<file path="config.mk">
export PLATFORM = sky130hd
export DESIGN_NAME = gray_updn_cnt
export DESIGN_NICKNAME = d
export VERILOG_FILES = /design/src/rtl/gray_pkg.sv /design/src/rtl/gray_step.sv /design/src/rtl/gray_updn_cnt.sv
export SDC_FILE = /design/constraint.sdc
export NUM_CORES = 1
export LEC_CHECK = 0
export ABC_AREA = 1
export BUFFER_PORTS_ARGS = -buffer_cell sky130_fd_sc_hd__buf_2
export CORE_AREA = 2 2 39 41
export CTS_CLUSTER_DIAMETER = 40
export DETAILED_ROUTE_END_ITERATION = 6
export DIE_AREA = 0 0 41 43
export PLACE_DENSITY = 0.69
export RECOVER_POWER = 25
export SETUP_SLACK_MARGIN = 0.02
export SLEW_MARGIN = 20
export SYNTH_ARGS = -nofsm -noshare
export SYNTH_HDL_FRONTEND = slang
export SYNTH_SLANG_ARGS = --single-unit
</file>
<file path="constraint.sdc">
create_clock -name i_clk -period 2.3 [get_ports i_clk]
set_clock_uncertainty 0.05 [all_clocks]
set_input_delay 0 -clock i_clk [delete_from_list [all_inputs] [get_ports i_clk]]
set_output_delay 0 -clock i_clk [all_outputs]
set_load 0.05 [all_outputs]
</file>
<file path="src/rtl/gray_pkg.sv">
// Shared Gray-code helpers and step encodings for counters and CDC FIFO pointer logic.
// Helpers operate on a fixed 32-bit word; callers zero-extend and truncate to their own width.
package gray_pkg;

   localparam int GRAY_MAX_W = 32;

   typedef logic [GRAY_MAX_W-1:0] gray_word_t;

   // Kind of step taken by the counter on an edge.
   typedef enum logic [1:0] {
      STEP_HOLD = 2'd0,
      STEP_INC  = 2'd1,
      STEP_DEC  = 2'd2,
      STEP_LOAD = 2'd3
   } step_e;

   function automatic gray_word_t bin2gray(input gray_word_t bin);
      return bin ^ (bin >> 1);
   endfunction

   // Zero-extended upper bits contribute nothing to the running XOR.
   function automatic gray_word_t gray2bin(input gray_word_t gray);
      gray_word_t bin;
      bin[GRAY_MAX_W-1] = gray[GRAY_MAX_W-1];
      for (int i = GRAY_MAX_W-2; i >= 0; i--) begin
         bin[i] = bin[i+1] ^ gray[i];
      end
      return bin;
   endfunction

endpackage

</file>
<file path="src/rtl/gray_step.sv">
// Combinational next-state logic for the up/down Gray counter: load, count, wrap or saturate.
module gray_step
   import gray_pkg::*;
#(
   parameter int DATA_WIDTH = 4,
   parameter int SATURATE   = 0
) (
   input  logic [DATA_WIDTH-1:0] b,
   input  logic                  en,
   input  logic                  up,
   input  logic                  load,
   input  logic [DATA_WIDTH-1:0] load_val,
   output logic [DATA_WIDTH-1:0] b_nxt,
   output logic [DATA_WIDTH-1:0] g_nxt,
   output logic                  wrap_nxt
);

   localparam logic [DATA_WIDTH-1:0] MAX = '1;

   step_e op;
   logic  at_edge;

   // At the boundary in the current direction, the next step either wraps or is suppressed.
   assign at_edge = up ? (b == MAX) : (b == '0);

   always_comb begin
      // NOTE: every output gets a default first so no path leaves it unassigned (no latch).
      op       = STEP_HOLD;
      b_nxt    = b;
      wrap_nxt = 1'b0;

      if (load) begin
         op = STEP_LOAD;
      end else if (en && !(at_edge && (SATURATE != 0))) begin
         op = up ? STEP_INC : STEP_DEC;
      end

      case (op)
         STEP_LOAD: b_nxt = load_val;
         STEP_INC:  b_nxt = b + DATA_WIDTH'(1);
         STEP_DEC:  b_nxt = b - DATA_WIDTH'(1);
         default:   b_nxt = b;
      endcase

      wrap_nxt = ((op == STEP_INC) || (op == STEP_DEC)) && at_edge;
      g_nxt    = DATA_WIDTH'(bin2gray(gray_word_t'(b_nxt)));
   end

endmodule

</file>
<file path="src/rtl/gray_updn_cnt.sv">
// Parametrised up/down Gray counter with load, wrap/saturate modes and registered Gray/binary outputs.
// gray_out is driven straight from flops so it can be synchronised into another clock domain.
module gray_updn_cnt
   import gray_pkg::*;
#(
   parameter int DATA_WIDTH = 4,
   parameter int SATURATE   = 0
) (
   input  logic                  i_clk,
   input  logic                  rst,
   input  logic                  en,
   input  logic                  up,
   input  logic                  load,
   input  logic [DATA_WIDTH-1:0] load_val,
   output logic [DATA_WIDTH-1:0] gray_out,
   output logic [DATA_WIDTH-1:0] bin_out,
   output logic                  tc,
   output logic                  wrap
);

   localparam logic [DATA_WIDTH-1:0] MAX = '1;

   logic [DATA_WIDTH-1:0] b_nxt;
   logic [DATA_WIDTH-1:0] g_nxt;
   logic                  wrap_nxt;

   gray_step #(
      .DATA_WIDTH (DATA_WIDTH),
      .SATURATE   (SATURATE)
   ) u_step (
      .b        (bin_out),
      .en       (en),
      .up       (up),
      .load     (load),
      .load_val (load_val),
      .b_nxt    (b_nxt),
      .g_nxt    (g_nxt),
      .wrap_nxt (wrap_nxt)
   );

   always_ff @(posedge i_clk or posedge rst) begin
      if (rst) begin
         bin_out  <= '0;
         gray_out <= '0;
         wrap     <= 1'b0;
      end else begin
         // NOTE: non-blocking so all three registers update from the same pre-edge state.
         bin_out  <= b_nxt;
         gray_out <= g_nxt;
         wrap     <= wrap_nxt;
      end
   end

   // Terminal count follows the live direction input, not a registered copy.
   assign tc = up ? (bin_out == MAX) : (bin_out == '0);

endmodule

</file>
After elaboration in Yosys (flattened, before gate mapping)
Cells that the tools add are included.

word-level totals
  register bits = 9
  input bits = 9
  output and inout port bits = 10
  word-level logic and storage cells = 18

operators by class
  $add $sub $neg = 2
  equal/unequal tests = 4
  muxes and demuxes = 5
  bitwise logic cells = 1
  reduce and logical (&&, ||, !) cells = 3

operators by type and width
  operator               count
  $pmux W4 S3            1
  $mux W2                3
  $add A4 B1 Y4 const B  1
  $eq A2 B2 Y1 const B   2
  $eq A4 B4 Y1 const B   1
  $logic_not A4 Y1       1
  $sub A4 B1 Y4 const B  1
  $xor A4 B3 Y4          1
  $eq A2 B1 Y1 const B   1
  $logic_and A1 B1 Y1    1
  $logic_or A1 B1 Y1     1
  $mux W1                1

Logic depth before layout (Yosys ltp)
  word-level depth = 6
  mapped depth = 16
  depth with buffers taken out = 16

Modules after synthesis
Synthesis repeated with hierarchy kept, for this count alone.

unflattened totals
  cells, all modules = 84
  area total of the unflattened synthesis = 635.6 um^2

by module, submodules not included
  module         times used  cells each  area an instance (um^2)  seq. area each (um^2)
  gray_step      1           64          367.9                    0.0
  gray_updn_cnt  1           20          267.8                    225.2

Worst setup path before layout
Ideal clock, no wire load.

  kind = register to register
  from = reg bin_out[1]
  to = reg gray_out[0]
  library setup time = 0.080 ns
  arrival = 1.688 ns
  data required time = 2.170 ns
  path slack = 0.482 ns
  stages on the path, launching flop included = 9
  buffers on the path = 0
  period minus slack after synthesis = 1.818 ns
  cells stage by stage = dfrtp_1 -> nand2_1 -> inv_2 -> nor2_4 -> ha_1 -> inv_1 -> nor2_1 -> o22ai_1 -> xor2_1

on the way
  longest elaborated chain between the ends = 3
  elaborated cells between the ends (all ways) = 4
  those cells by class = add/sub: 2; mux: 1; bitwise: 1

ends and longest elaborated chain
  item                                                   line                              source
  start, declared                                        gray_updn_cnt.sv:16               output logic [DATA_WIDTH-1:0] bin_out,
  start signal, assigned                                 gray_updn_cnt.sv:48               bin_out <= b_nxt;
  $sub A4 B1 Y4 / $add A4 B1 Y4 (equally long branches)  gray_step.sv:41, gray_step.sv:40
  $pmux W4 S3 *                                          gray_step.sv:38                   case (op)
  $xor A4 B3 Y4 *                                        gray_pkg.sv:18                    return bin ^ (bin >> 1);
  via g_nxt[0]                                           gray_updn_cnt.sv:24               logic [DATA_WIDTH-1:0] g_nxt;
  end signal, assigned                                   gray_updn_cnt.sv:49               gray_out <= g_nxt;
  end, declared                                          gray_updn_cnt.sv:15               output logic [DATA_WIDTH-1:0] gray_out,

The timed path passes the listed nets; every way through them passes the cells marked *.

Final worst setup path
Ends and elaborated chain as after synthesis.

==> flow_summary_export.csv <==
group,metric,value,unit
global_route,grt_max_degree,9,
pwr,ir_worst_vdd,426,uV
timing,rsz0062_at_grt,"no",
logic_synthesis,postSynthAreaPerCell,7.51,um^2
placed_design,dp_cells,108,
floorplan,fp.dieW,41,um
floorplan,io_pins,19,
setup_path,worstPathMaxFanout,7,
finish,fin_cells,112,
logic_synthesis,synth_fa_ha_area_share,8.89,%
setup_path,cp.arrival,1.79,ns
logic_synthesis,synth_top_family_by_area,"simple AND/OR/NAND/NOR gates",
timing,finalCritPeriodShare,73.2,%
global_route,grt_pass1_wl,2050,um
logic_synthesis,synth_cell_types,21,
clock_tree,cts_tree,"done",
timing,timing.fmax,0.594,GHz
logic_synthesis,synth-xor-area-share,4.67,%
timing,tns,0,ns
pwr,powerDensity,975,nW/um^2
logic_synthesis,synth-simple-area-share,27.8,%
finish,fillers,139,
floorplan,rows,14,
global_route,grt_pass1_vias,523,
clock_tree,clk_pin_slew,0.05,ns
logic_synthesis,yosysWarningCount,0,
timing,slew_violations,0,
logic_synthesis,synthMuxAreaShare,0,%
clock_tree,cts-htree-levels,1,
floorplan,initial_core_util,40.7,%
worst_hold_path,min_from,"up",
logic_synthesis,synth_nets,88,
logic_synthesis,synthCells,75,
flow_run,maxCapViolCount,0,
clock_tree,cts.path.max_buffers,2,
timing,tightestPinTransition,0.340,ns
floorplan,die_h,43,um
placed_design,place_ws,0.436,ns
route,first_pass_iters,4,
worst_hold_path,hold_depth,3,
clock_tree,clock_sinks,8,
pwr,leakagePower,0.000415,uW
timing,hold_violations,0,
finish,drive_above_1_share,32.3,%
setup_path,crit_type,"register to register",
clock_tree,cts_root_buf,"clkbuf_4",
global_route,grtUsageTotal,17.1,%
logic_synthesis,ys_seq_elements,8,
route,drc_errors,0,
timing,setup_ws,0.617,ns
worst_hold_path,whs_endpoint,"wrap",
finish,diodes,0,
route,routedWlPerCell,10.6,um
route,ant_nets,0,
route,avgViaCountPerCell,4.73,
placed_design,globalplace.congestion,0.805,
placed_design,place_hpwl,982,um
logic_synthesis,synth_compound_area_share,11.1,%
setup_path,cp.required,2.41,ns
route,route.vias.total,530,
route,drt_iter0_markers,5,
logic_synthesis,netlist_area,563,um^2
clock_tree,post_cts_buffers,0,
placed_design,placed_cell_area,666,um^2
setup_path,r2r_setup_slack,0.62,ns
timing,slew_headroom,77.3,%
outcome,status,"finished clean",
finish,area_growth_syn_to_layout,24.0,%
logic_synthesis,synth-seq-area-share,35.6,%
placed_design,io_buffers,18,
setup_path,startpoint_type,"register",
finish,final_area,698,um^2
setup_path,crit_path_end_kind,"register",
clock_tree,ctsHoldBuffers,1,
setup_path,rr_worst_depth,8,
setup_path,r2r-end,"gray_out[0]",
route,routed_wl,1180,um
timing,fin_crit,1.68,ns
timing,finalSetupViolations,0,
finish,nets,111,
finish,finish.utilization,50.5,%
global_route,grt-ovfl-total,0,
clock_tree,ctsResizeCount,0,
worst_hold_path,hold_path.class,"input pin to register",
floorplan,die_area,1760,um^2
setup_path,r2r_start,"bin_out[1]",
floorplan,fp.coreArea,1380,um^2
clock_tree,numCtsBuffers,3,
global_route,antenna_found_initial,0,
clock_tree,clock_latency,0.25,ns
## placed cells by master (no fill, tap or decap)
cell type	netlist	final
nor2_4	1	1
nor2_1	3	3
o21ai_2	1	1
dlygate4sd3_1	0	1
nand2_2	3	3
buf_2	0	18
ha_1	4	4
o211ai_1	1	1
nand2_1	14	14
nor3_1	1	1
clkbuf_4	0	3
o22ai_1	1	1
or2_2	1	1
nand3_2	1	1
xor2_1	3	3
nand3_1	7	7
o21ai_1	2	2
dfrtp_1	8	8
inv_1	14	14
inv_2	2	2
nor2_2	1	1
a21oi_1	5	5
o21ai_0	1	1
## cells in the mapped netlist (all sizes together)
master | instances | area [um^2]
a21oi | 5 | 25.0
buf | 1 | 7.51
dfrtp | 8 | 200
ha | 4 | 50.1
inv | 16 | 60.1
nand2 | 17 | 71.3
nand3 | 8 | 45.0
nor2 | 5 | 28.8
nor3 | 1 | 5.00
o211ai | 1 | 7.51
o21ai | 4 | 23.8
o22ai | 1 | 6.26
or2 | 1 | 6.26
xor2 | 3 | 26.3
## how the worst max path moves through the flow
stage | to | slack (ns) | cells after the start | startpoint
global route | gray_out[0] | 0.51 | 11 | load
global placement | gray_out[2] | 0.48 | 15 | up
CTS | gray_out[0] | 0.63 | 8 | bin_out[1]
floorplan | gray_out[0] | 0.48 | 8 | bin_out[1]
finish | gray_out[0] | 0.62 | 8 | bin_out[1]
detailed placement | gray_out[0] | 0.44 | 11 | up
## logic make-up (layout without fill, tap and decap cells)
family | after synthesis | count (layout)
AO/OA/AOI/OAI | 11 | 11
flip-flops | 8 | 8
buffers and inverters | 17 | 38
adder cells (fa/ha/maj) | 4 | 4
XOR/XNOR | 3 | 3
AND/OR/NAND/NOR | 32 | 32
## metrics by stage
step	total power (uW)	hold slack, ns
3_3_place_gp	575	-0.107
3_5_place_dp	580	-0.0970
4_1_cts	686	0.0287
5_1_grt	732	0.0394
6_report	681	0.0315
2_1_floorplan	502	-0.234
## critical path: stages, from the launching register on
cell and delay (ns):
dfrtp_1 0.49, nand2_1 0.10, inv_2 0.08, nor2_4 0.04, ha_1 0.26, inv_1 0.05, nor2_1 0.03, o22ai_1 0.28
xor2_1 0.21
## state kept, by name (all words and copies together), names as in the netlist
register and count:
bin_out 4, gray_out 3, wrap 1
## per-layer routing
metal / track usage, % / vias up / routed length (um)
li1: - / 275 / -
met1: 21.0 / 235 / 530
met2: 25.9 / 18 / 545
met3: 7.33 / 2 / 98
met4: 5.33 / 0 / 8
met5: 0 / - / 0
## report_power, final
part | total (uW) | internal, uW | switching [uW]
combinational | 365 | 94.8 | 270
sequential | 213 | 178 | 35.2
clock | 102 | 59.4 | 43.0
## area by class of cell
cell class / instances / area, um^2 / area share (%)
flip-flops and latches: 8 / 200 / 28.7
inverters: 16 / 60.1 / 8.60
clock buffers: 3 / 22.5 / 3.23
well taps: 16 / 20.0 / 2.87
multi-input cells: 50 / 295 / 42.3
repair buffers: 19 / 100 / 14.3
No activity file was read; power rests on OpenSTA's default activity.
